File: config.mk
export PLATFORM = sky130hd
export DESIGN_NAME = id_ex_operand_stage
export DESIGN_NICKNAME = d
export VERILOG_FILES = /design/src/rtl/id_ex_operand_stage_pkg.sv /design/src/rtl/id_ex_operand_stage_bypass.sv /design/src/rtl/id_ex_operand_stage.sv
export SDC_FILE = /design/constraint.sdc
export NUM_CORES = 1
export LEC_CHECK = 0
export ABC_AREA = 1
export CAP_MARGIN = 5
export CORE_AREA = 2 2 144 146
export CTS_BUF_LIST = sky130_fd_sc_hd__clkbuf_8
export DETAILED_ROUTE_END_ITERATION = 16
export DIE_AREA = 0 0 146 148
export PLACE_DENSITY = 0.81
export SYNTH_ARGS = -nofsm -noshare
export SYNTH_HDL_FRONTEND = slang
export SYNTH_SLANG_ARGS = --single-unit
File: constraint.sdc
create_clock -name clk -period 2.32 [get_ports clk]
set_input_delay 0.232 -clock clk [delete_from_list [all_inputs] [get_ports clk]]
set_output_delay 0.232 -clock clk [all_outputs]
set_load 0.02 [all_outputs]
File: src/rtl/id_ex_operand_stage_pkg.sv
// Shared widths and ALU opcode encodings for the ID/EX operand stage and the EX stage.
package id_ex_operand_stage_pkg;

   localparam int DATA_W  = 32;
   localparam int REG_AW  = 5;
   localparam int ALUOP_W = 4;

   typedef enum logic [ALUOP_W-1:0] {
      ALU_ADD = 4'h0,
      ALU_SUB = 4'h1,
      ALU_AND = 4'h2,
      ALU_OR  = 4'h3,
      ALU_XOR = 4'h4,
      ALU_SLT = 4'h5,
      ALU_SLL = 4'h6,
      ALU_SRL = 4'h7,
      ALU_LUI = 4'h8
   } alu_op_e;

endpackage

File: src/rtl/id_ex_operand_stage_bypass.sv
// Per-operand bypass select: youngest producer wins (EX > MEM > WB > register file), r0 reads zero.
module operand_bypass_mux
   import id_ex_operand_stage_pkg::*;
(
   input  logic [REG_AW-1:0] src,
   input  logic              ex_fwd_en,
   input  logic [REG_AW-1:0] ex_rd,
   input  logic [DATA_W-1:0] ex_data,
   input  logic              mem_reg_write,
   input  logic [REG_AW-1:0] mem_rd,
   input  logic [DATA_W-1:0] mem_data,
   input  logic              wb_reg_write,
   input  logic [REG_AW-1:0] wb_rd,
   input  logic [DATA_W-1:0] wb_data,
   input  logic [DATA_W-1:0] rf_data,
   output logic [DATA_W-1:0] operand
);

   always_comb begin
      operand = rf_data;
      if (src == '0)
         operand = '0;
      else if (ex_fwd_en && ex_rd == src)
         operand = ex_data;
      else if (mem_reg_write && mem_rd == src)
         operand = mem_data;
      // The register file writes on the edge, so a same-cycle WB write is not yet visible in rf_data.
      else if (wb_reg_write && wb_rd == src)
         operand = wb_data;
   end

endmodule

File: src/rtl/id_ex_operand_stage.sv
// ID/EX pipeline register with operand bypassing, load-use bubble insertion and a stall counter.
module id_ex_operand_stage
   import id_ex_operand_stage_pkg::*;
#(
   parameter int CNT_W = 32
) (
   input  logic               clk,
   input  logic               rst,
   input  logic               id_valid,
   input  logic [REG_AW-1:0]  id_rs,
   input  logic [REG_AW-1:0]  id_rt,
   input  logic               id_use_rs,
   input  logic               id_use_rt,
   input  logic [REG_AW-1:0]  id_rd,
   input  logic               id_reg_write,
   input  logic               id_mem_read,
   input  logic               id_mem_write,
   input  logic [ALUOP_W-1:0] id_alu_op,
   input  logic [DATA_W-1:0]  id_imm,
   input  logic [DATA_W-1:0]  rf_reg1_data,
   input  logic [DATA_W-1:0]  rf_reg2_data,
   input  logic [DATA_W-1:0]  ex_result,
   input  logic [REG_AW-1:0]  mem_rd,
   input  logic               mem_reg_write,
   input  logic [DATA_W-1:0]  mem_data,
   input  logic [REG_AW-1:0]  wb_rd,
   input  logic               wb_reg_write,
   input  logic [DATA_W-1:0]  wb_data,
   input  logic               flush,
   input  logic               hold,
   output logic               stall,
   output logic               idex_valid,
   output logic               idex_reg_write,
   output logic               idex_mem_read,
   output logic               idex_mem_write,
   output logic [DATA_W-1:0]  idex_rs_val,
   output logic [DATA_W-1:0]  idex_rt_val,
   output logic [REG_AW-1:0]  idex_rd,
   output logic [ALUOP_W-1:0] idex_alu_op,
   output logic [DATA_W-1:0]  idex_imm,
   output logic [CNT_W-1:0]   stall_count
);

   logic              ex_fwd_en;
   logic              hazard;
   logic [DATA_W-1:0] rs_fwd;
   logic [DATA_W-1:0] rt_fwd;

   // A load in EX has no result yet; its data only becomes available from MEM.
   assign ex_fwd_en = idex_valid & idex_reg_write & ~idex_mem_read;

   assign hazard = id_valid & idex_valid & idex_mem_read & (idex_rd != '0) &
                   ((id_use_rs & (idex_rd == id_rs)) | (id_use_rt & (idex_rd == id_rt)));

   assign stall = ~rst & ~flush & hazard;

   operand_bypass_mux u_rs_mux (
      .src           (id_rs),
      .ex_fwd_en     (ex_fwd_en),
      .ex_rd         (idex_rd),
      .ex_data       (ex_result),
      .mem_reg_write (mem_reg_write),
      .mem_rd        (mem_rd),
      .mem_data      (mem_data),
      .wb_reg_write  (wb_reg_write),
      .wb_rd         (wb_rd),
      .wb_data       (wb_data),
      .rf_data       (rf_reg1_data),
      .operand       (rs_fwd)
   );

   operand_bypass_mux u_rt_mux (
      .src           (id_rt),
      .ex_fwd_en     (ex_fwd_en),
      .ex_rd         (idex_rd),
      .ex_data       (ex_result),
      .mem_reg_write (mem_reg_write),
      .mem_rd        (mem_rd),
      .mem_data      (mem_data),
      .wb_reg_write  (wb_reg_write),
      .wb_rd         (wb_rd),
      .wb_data       (wb_data),
      .rf_data       (rf_reg2_data),
      .operand       (rt_fwd)
   );

   always_ff @(posedge clk) begin
      if (rst) begin
         idex_valid     <= 1'b0;
         idex_reg_write <= 1'b0;
         idex_mem_read  <= 1'b0;
         idex_mem_write <= 1'b0;
         idex_rs_val    <= '0;
         idex_rt_val    <= '0;
         idex_rd        <= '0;
         idex_alu_op    <= '0;
         idex_imm       <= '0;
         stall_count    <= '0;
      end else if (!hold) begin
         idex_rs_val <= rs_fwd;
         idex_rt_val <= rt_fwd;
         idex_rd     <= id_rd;
         idex_alu_op <= id_alu_op;
         idex_imm    <= id_imm;
         if (flush || hazard) begin
            idex_valid     <= 1'b0;
            idex_reg_write <= 1'b0;
            idex_mem_read  <= 1'b0;
            idex_mem_write <= 1'b0;
            if (!flush && stall_count != '1)
               stall_count <= stall_count + {{(CNT_W-1){1'b0}}, 1'b1};
         end else begin
            idex_valid     <= id_valid;
            idex_reg_write <= id_reg_write & id_valid;
            idex_mem_read  <= id_mem_read & id_valid;
            idex_mem_write <= id_mem_write & id_valid;
         end
      end
   end

endmodule

==> results of run 1 <==
registers in the layout (all words and copies together), names as in the netlist:
name and cells:
idex_imm 32, idex_rs_val 32, idex_rt_val 32, stall_count 32, idex_rd 5, idex_alu_op 4, idex_mem_read 1, idex_mem_write 1
idex_reg_write 1, idex_valid 1
cell type report:
type | instances | area, µm² | share of cell area, %
Multi-Input combinational cell | 1065 | 4920 | 36.21
Clock buffer | 17 | 234.0 | 1.722
Sequential cell | 141 | 2823 | 20.77
Clock inverter | 15 | 212.7 | 1.565
Inverter | 219 | 822.0 | 6.050
Timing Repair Buffer | 423 | 4237 | 31.18
Tap cell | 270 | 337.8 | 2.486
Antenna cell | 1 | 2.502 | 0.01842
worst max-delay path, cell delays in order (launching register included):
cell and delay [ps]:
dfxtp_1 460, inv_1 90, nand2_1 70, nand2_1 60
nor2_1 130, nand4_1 130, nand2_2 140, nand2_4 50
nor3_1 140, clkbuf_2 200
metal layers:
layer,global-route usage [%],vias to the layer above,routed length [µm]
met4,14.13,0,1507
met3,7.377,106,3697
met1,39.81,5238,14060
met5,0,-,0
li1,-,5579,-
met2,56.75,724,17830
stage by stage:
| stage | cells | hold slack (ps) | TNS (ps) | power [mW] |
|---|---|---|---|---|
| 3_3_place_gp | 2118 | 446.1 | -108.0 | 4.268 |
| 3_5_place_dp | 2118 | 450.2 | -109.4 | 4.283 |
| 5_1_grt | 2150 | 57.10 | 0 | 6.826 |
| 6_report | 2151 | 81.10 | 0 | 6.568 |
| 2_1_floorplan | 1516 | 383.6 | 0 | 3.363 |
| 4_1_cts | 2150 | 66.92 | 0 | 6.574 |
cells in the final DEF (no fill, tap or decap), types with 2 or more instances in the layout:
| master | instances |
|---|---|
| inv_2 | 9 |
| clkbuf_8 | 17 |
| a21oi_4 | 3 |
| nand3_1 | 150 |
| xnor2_1 | 2 |
| clkdlybuf4s50_1 | 371 |
| nor2_1 | 150 |
| inv_1 | 209 |
| nand2_2 | 4 |
| nand3b_1 | 5 |
| buf_12 | 11 |
| inv_6 | 6 |
| o22ai_1 | 5 |
| a21oi_1 | 99 |
| nand4_1 | 94 |
| bufinv_16 | 3 |
| nor2_2 | 7 |
| nand2_1 | 395 |
| nor3_1 | 14 |
| o21ai_0 | 119 |
| o21ai_1 | 2 |
| xor2_1 | 6 |
| buf_4 | 39 |
| dfxtp_1 | 141 |
| inv_8 | 4 |
cell families (layout without fill, tap and decap cells):
group / count (synthesis) / after routing / share of synthesized area [%]
DFF: 141 / 141 / 31.71
adders and majority gates: 1 / 1 / 0.1405
other: 0 / 1 / 0
and+or+nand+nor: 827 / 827 / 40.88
xor gates and xnor gates: 8 / 8 / 0.7872
buffers and inverters: 310 / 674 / 13.41
AOI/OAI and AO/OA: 229 / 229 / 13.07
synth_stat cells, drive strengths merged:
| library cell | count | area (µm²) |
|---|---|---|
| ha | 1 | 12.51 |
| xnor2 | 2 | 17.52 |
| o22ai | 5 | 31.28 |
| clkinv | 1 | 3.750 |
| nand2 | 400 | 1519 |
| and3 | 1 | 6.260 |
| o21ai | 121 | 605.6 |
| inv | 218 | 818.3 |
| nor2 | 158 | 615.6 |
| dfxtp | 141 | 2823 |
| nor3 | 15 | 80.08 |
| nor4 | 1 | 6.260 |
| nand3 | 152 | 778.3 |
| buf | 21 | 108.9 |
| nor3b | 1 | 7.510 |
| clkbuf | 70 | 262.8 |
| nand3b | 5 | 37.54 |
| a21oi | 103 | 526.8 |
| nand4 | 94 | 588.1 |
| xor2 | 6 | 52.55 |
power by group:
group / switching, mW / internal, mW / total [mW] / leakage, nW
clock network: 1.19 / 1.12 / 2.32 / 0.227
registers: 0.0735 / 2.54 / 2.61 / 1.16
logic: 0.831 / 0.804 / 1.64 / 4.61
total: 2.10 / 4.47 / 6.57 / 5.99
worst paths after layout:
path | endpoint | slack, ps | startpoint | cells past startpoint
worst max-delay path | stall | 160 | idex_rd[2] | 9
worst min-delay path | idex_reg_write | 80 | hold | 3
worst max register to register | stall_count[23] | 330 | stall_count[0] | 12
worst min register to register | idex_rt_val[4] | 460 | idex_rt_val[4] | 2
==> flow_metrics.py, run 1 <==
metrics = {
    "clocking": {
        "cts.path.max_buffers": 2,
        "cts-htree-levels": 4,
        "cts_sinks": 141,
        "ctsResizeCount": 1,
        "clk_latency_ps": 470,
        "cts_buffers": 17,
        "cts_setup_buffers": 0,
        "clk_pin_slew_ps": 90,
        "postCtsHoldBufs": 0,
        "cts_tree": "done",
        "cts_root_buf": "clkbuf_8",
    },
    "place": {
        "placed_cell_area_um2": 13140,
        "dp_slack_ps": -109.4,
        "dpl.hpwl_mm": 27.00,
        "routabilityCongestion": 0.9720,
        "io_buffers": 374,
    },
    "sta": {
        "layout_min_cycle_time_ps": 2158,
        "slew_viol_final": 0,
        "setup_violations": 0,
        "tightest_slew_ps": 874.9,
        "fmax_ghz": 0.4634,
        "rsz0062_at_grt": "no",
        "hold_viol": 0,
        "fin_skew_ps": 20.29,
        "max_slew_margin_pct": 41.67,
        "finalCritPeriodShare_pct": 93.02,
        "fin_ws_ps": 162.0,
    },
    "hold_path": {
        "min_path_type": "primary input to register",
    },
    "drt": {
        "wl_mm": 37.09,
        "wire_per_inst_um": 17.24,
        "vias": 11650,
        "drtIter0Drc": 1081,
        "drt_first_pass_iters": 6,
        "drcViolationCount": 0,
        "vias_per_cell": 5.415,
        "postRouteAntennaNets": 0,
    },
    "status": {
        "status": "finished clean",
    },
    "power": {
        "powerDensity_nw_per_um2": 483.3,
        "vdd_ir_drop_max_uv": 343.0,
        "p_leak_nw": 5.992,
    },
    "global_route": {
        "antenna_found_initial": 0,
        "grt_start_max_net_pins": 106,
        "grt-ovfl-total": 0,
        "grt_pass1_vias": 10810,
        "grtUsageTotal_pct": 33.00,
        "grt_first_pass_wirelength_mm": 57.05,
    },
    "finish": {
        "finalNetCount": 2101,
        "fill_cells": 1881,
        "drive_gt1_share_pct": 6.011,
        "areaGrowthSynthToFinish_pct": 52.66,
        "final_util_pct": 67.81,
        "fin_area_um2": 13590,
    },
    "setup_path": {
        "worst_setup_path_start_kind": "register",
        "crit_path_end_kind": "output port",
        "crit_fanout": 5,
        "required_ps": 2090,
        "criticalPathCategory": "register to output port",
        "critPathArrivalTime_ps": 1930,
    },
    "yosys": {
        "syn_inst": 1516,
        "syn_nets": 1750,
        "synth_warnings": 0,
        "syn_avg_cell_area_um2": 5.871,
        "synth_area_um2": 8901,
        "yosysSeqAreaShare_pct": 31.71,
        "ys_seq_elements": 141,
        "yosysUniqueCellTypes": 32,
    },
    "job": {
        "max-cap-violations": 0,
    },
    "floorplan": {
        "ios": 375,
        "fp.dieW_um": 146,
        "die-area_um2": 21610,
        "row_count": 52,
        "die_height_um": 148,
        "core_region_area_um2": 20040,
        "start_util_pct": 44.42,
    },
}
Power figures use the tool's default switching activity.
==> inputs of run 2 (changes only) <==
--- a/config.mk
+++ b/config.mk
@@ -6,7 +6,7 @@
 export NUM_CORES = 1
 export LEC_CHECK = 0
 export ABC_AREA = 1
-export CAP_MARGIN = 5
+export CAP_MARGIN = 30
 export CORE_AREA = 2 2 144 146
 export CTS_BUF_LIST = sky130_fd_sc_hd__clkbuf_8
 export DETAILED_ROUTE_END_ITERATION = 16
==> results of run 2 <==
Final layout, timing and power as in run 1 (identical DEF).
==> inputs of run 3 (changes only) <==
--- a/config.mk
+++ b/config.mk
@@ -7,11 +7,14 @@
 export LEC_CHECK = 0
 export ABC_AREA = 1
 export CAP_MARGIN = 30
-export CORE_AREA = 2 2 144 146
+export CORE_ASPECT_RATIO = 1.75
+export CORE_MARGIN = 1.5
+export CORE_UTILIZATION = 45
 export CTS_BUF_LIST = sky130_fd_sc_hd__clkbuf_8
 export DETAILED_ROUTE_END_ITERATION = 16
-export DIE_AREA = 0 0 146 148
-export PLACE_DENSITY = 0.81
+export PLACE_DENSITY = 0.79
+export SLEW_MARGIN = 20
 export SYNTH_ARGS = -nofsm -noshare
 export SYNTH_HDL_FRONTEND = slang
+export SYNTH_HIERARCHICAL = 1
 export SYNTH_SLANG_ARGS = --single-unit
==> run 3 against run 2 <==
Sequential power about the same. Combinational power up 10%. First-iteration DRC count down 32%. Global-route usage up 0.55 points. Sequential share of layout area down 1.7 points. Flip-flop and latch count unchanged. Setup slack better by 99 ps. Synthesized cell count up 14%. Wire length up 6.3%. Cell count up 12%. Core utilization down 0.88 points. Critical endpoint unchanged. Largest power group unchanged. Highest routed layer unchanged.
==> flow_metrics.py, run 3 <==
metrics = {
    "status": {
        "status": "finished clean",
    },
    "setup_path": {
        "crit_fanout": 5,
        "worst_setup_path_start_kind": "register",
        "rr_worst_depth": 11,
        "path_buf_inv": 2,
        "criticalPathCategory": "register to output port",
        "cp_slowest_cell": "dfxtp_2",
        "slowest_delay_ps": 410,
        "r2r-start": "stall_count[1]",
        "crit_family": "simple AND/OR/NAND/NOR gates",
        "path_cells": "inv_1 -> nand2_1 -> nand2_1 -> nor2_1 -> nand3_1 -> nand2_1 -> nand2_1 -> nor3_1 -> clkbuf_2",
        "critPathArrivalTime_ps": 1830,
        "crit_path_end_kind": "output port",
        "required_ps": 2090,
        "reg2reg_slack_ps": 300,
        "reg2reg_to": "stall_count[12]",
        "crit_top_cell": "nand2_1",
    },
    "hold_path": {
        "min_to": "idex_rd[1]",
        "min_path_cells": 2,
        "hp-start": "hold",
        "min_path_type": "primary input to register",
    },
    "global_route": {
        "grt_first_pass_wirelength_mm": 61.25,
        "grt_pass1_vias": 12190,
        "grt_start_max_net_pins": 84,
        "antenna_found_initial": 7,
        "grtUsageTotal_pct": 33.54,
        "grt-ovfl-total": 0,
    },
    "power": {
        "power.share.switching_pct": 32.19,
        "powerDensity_nw_per_um2": 451.1,
        "vdd_ir_drop_max_uv": 359.0,
        "p_leak_nw": 6.931,
        "power_frac_clock_pct": 33.5,
        "comb_power_share_pct": 27.0,
        "switchingPower_mw": 2.154,
        "pwr-share-seq_pct": 39.4,
        "internal_power_mw": 4.538,
    },
    "sta": {
        "rsz0062_at_grt": "no",
        "fin_skew_ps": 16.37,
        "finalCritPeriodShare_pct": 88.73,
        "max_slew_margin_pct": 58.97,
        "fmax_ghz": 0.4858,
        "slew_viol_final": 0,
        "hold_viol": 0,
        "layout_min_cycle_time_ps": 2059,
        "fin_ws_ps": 261.4,
        "setup_violations": 0,
        "tightest_slew_ps": 615.4,
        "hold_ws_ps": 134.0,
    },
    "yosys": {
        "ys_async_sr_fraction_pct": 0,
        "synth_top_cell_area_share_pct": 27.68,
        "synth_most_common_cell": "nor2_1",
        "syn_nets": 1965,
        "yosysTopAreaCell": "dfxtp_1",
        "dominantRegCellSynth": "dfxtp_1",
        "synth_commonest_cells": "nor2_1 (395), nand2_1 (301), inv_1 (264), o21ai_0 (171), dfxtp_1 (141)",
        "ys_seq_elements": 141,
        "yosysSeqAreaShare_pct": 27.68,
        "synth_warnings": 6,
        "yosys-top-cells-area": "dfxtp_1 (28%), nor2_1 (15%), nand2_1 (11%), inv_1 (9.7%), o21ai_0 (8.4%)",
        "synth-edff-count": 0,
        "syn_avg_cell_area_um2": 5.890,
        "yosysUniqueCellTypes": 30,
        "syn_inst": 1731,
        "synth_area_um2": 10200,
    },
    "drt": {
        "drcViolationCount": 0,
        "wl_mm": 39.43,
        "top_layer": "met4",
        "vias_per_cell": 5.175,
        "postRouteAntennaNets": 0,
        "met1_length_mm": 13.26,
        "drtIter0Drc": 734,
        "met2WireLength_mm": 20.26,
        "vias": 12410,
        "drt_first_pass_iters": 7,
        "wire_per_inst_um": 16.44,
        "wl_met3_mm": 3.039,
    },
    "job": {
        "max-cap-violations": 0,
    },
    "floorplan": {
        "die_height_um": 202.1,
        "core_region_area_um2": 22160,
        "start_util_pct": 46.01,
        "fp.dieW_um": 116.8,
        "ios": 375,
        "row_count": 72,
        "die-area_um2": 23610,
    },
    "clocking": {
        "clk_latency_ps": 480,
        "cts_buffers": 17,
        "clk_pin_slew_ps": 90,
        "cts_sinks": 141,
        "cts.path.max_buffers": 2,
        "cts_root_buf": "clkbuf_8",
        "cts_setup_buffers": 0,
        "cts_tree": "done",
        "postCtsHoldBufs": 0,
        "cts-htree-levels": 4,
    },
    "place": {
        "dp_slack_ps": -31.55,
        "routabilityCongestion": 0.9052,
        "io_buffers": 374,
        "dpl.hpwl_mm": 29.81,
    },
    "finish": {
        "layout_commonest_cell": "nor2_1",
        "areaGrowthSynthToFinish_pct": 45.48,
        "finalNetCount": 2316,
        "final_cell_mix": "nor2_1 (395), clkdlybuf4s50_1 (372), nand2_1 (301)",
        "drive_gt1_share_pct": 10.74,
    },
}
[run 3: changes by cell type after synthesis, sizes merged, moves of 13 or more]
cell	previous run	this run
a21oi	103	74
nand3	152	89
nor2	158	461
nand2	400	311
inv	218	280
o21ai	121	172
nand4	94	69
xor2	6	19
clkbuf	70	41
buf	21	58
[run 3: worst max path at each step]
stage / start / endpoint / cells past startpoint
6_report: idex_rd[2] / stall / 9
5_1_grt: idex_rd[2] / stall / 9
4_1_cts: idex_rd[2] / stall / 9
3_5_place_dp: id_rt[3] / stall / 10
3_3_place_gp: id_rt[3] / stall / 10
2_1_floorplan: idex_rd[3] / stall / 8
[run 3: power by group through the flow]
stage / Sequential (mW) / Clock (mW) / Combinational (mW)
final: 2.64 / 2.24 / 1.81
after global routing: 2.65 / 2.39 / 1.96
after CTS: 2.64 / 2.28 / 1.81
after detailed placement: 2.69 / 0 / 1.80
after global placement: 2.69 / 0 / 1.78
after floorplan: 2.85 / 0 / 0.668
[run 3: stage by stage]
step	power (mW)	utilization, %	cells	setup TNS (ps)	instance area, µm²
after CTS	6.729	66.86	2391	0	14820
after floorplan	3.516	-	1731	0	10200
after global placement	4.470	64.88	2359	0	14380
final	6.692	66.93	2399	0	14830
after detailed placement	4.490	64.88	2359	-31.55	14380
after global routing	6.998	66.92	2398	0	14830
[run 3: final cells by class]
cell class | count | area, µm²
sequential | 141 | 2828
inverter | 281 | 1057
multi-input combinational | 1210 | 5733
antenna | 8 | 20.02
timing repair buffer | 431 | 4389
tap | 296 | 370.4
clock inverter | 15 | 201.4
clock buffer | 17 | 234.0
fill | 2118 | 7328
[run 3: kinds of logic (layout without fill, tap and decap cells)]
family / Yosys count / after routing / share of synthesized area (%)
buffers and inverters: 380 / 744 / 16.28
other: 0 / 8 / 0
AO/OA/AOI/OAI: 246 / 246 / 12.85
adder cells (fa/ha/maj): 1 / 1 / 0.1227
flip-flops: 141 / 141 / 27.68
AND/OR/NAND/NOR: 944 / 944 / 41.43
XOR/XNOR: 19 / 19 / 1.632
[run 3: per-layer routing]
layer  vias to the layer above  global-route usage (%)
met5                         -                       0
met2                       630                   60.07
met1                      5541                   32.86
met4                         0                   24.14
met3                       187                   7.646
li1                       6056                       -
[run 3: what timing repair did]
| action | 4_1_cts | 5_1_grt |
|---|---|---|
| endpoints found under the setup margin | 1 | 1 |
| pin swaps | 0 | 0 |
| gates resized for setup | 5 | 3 |
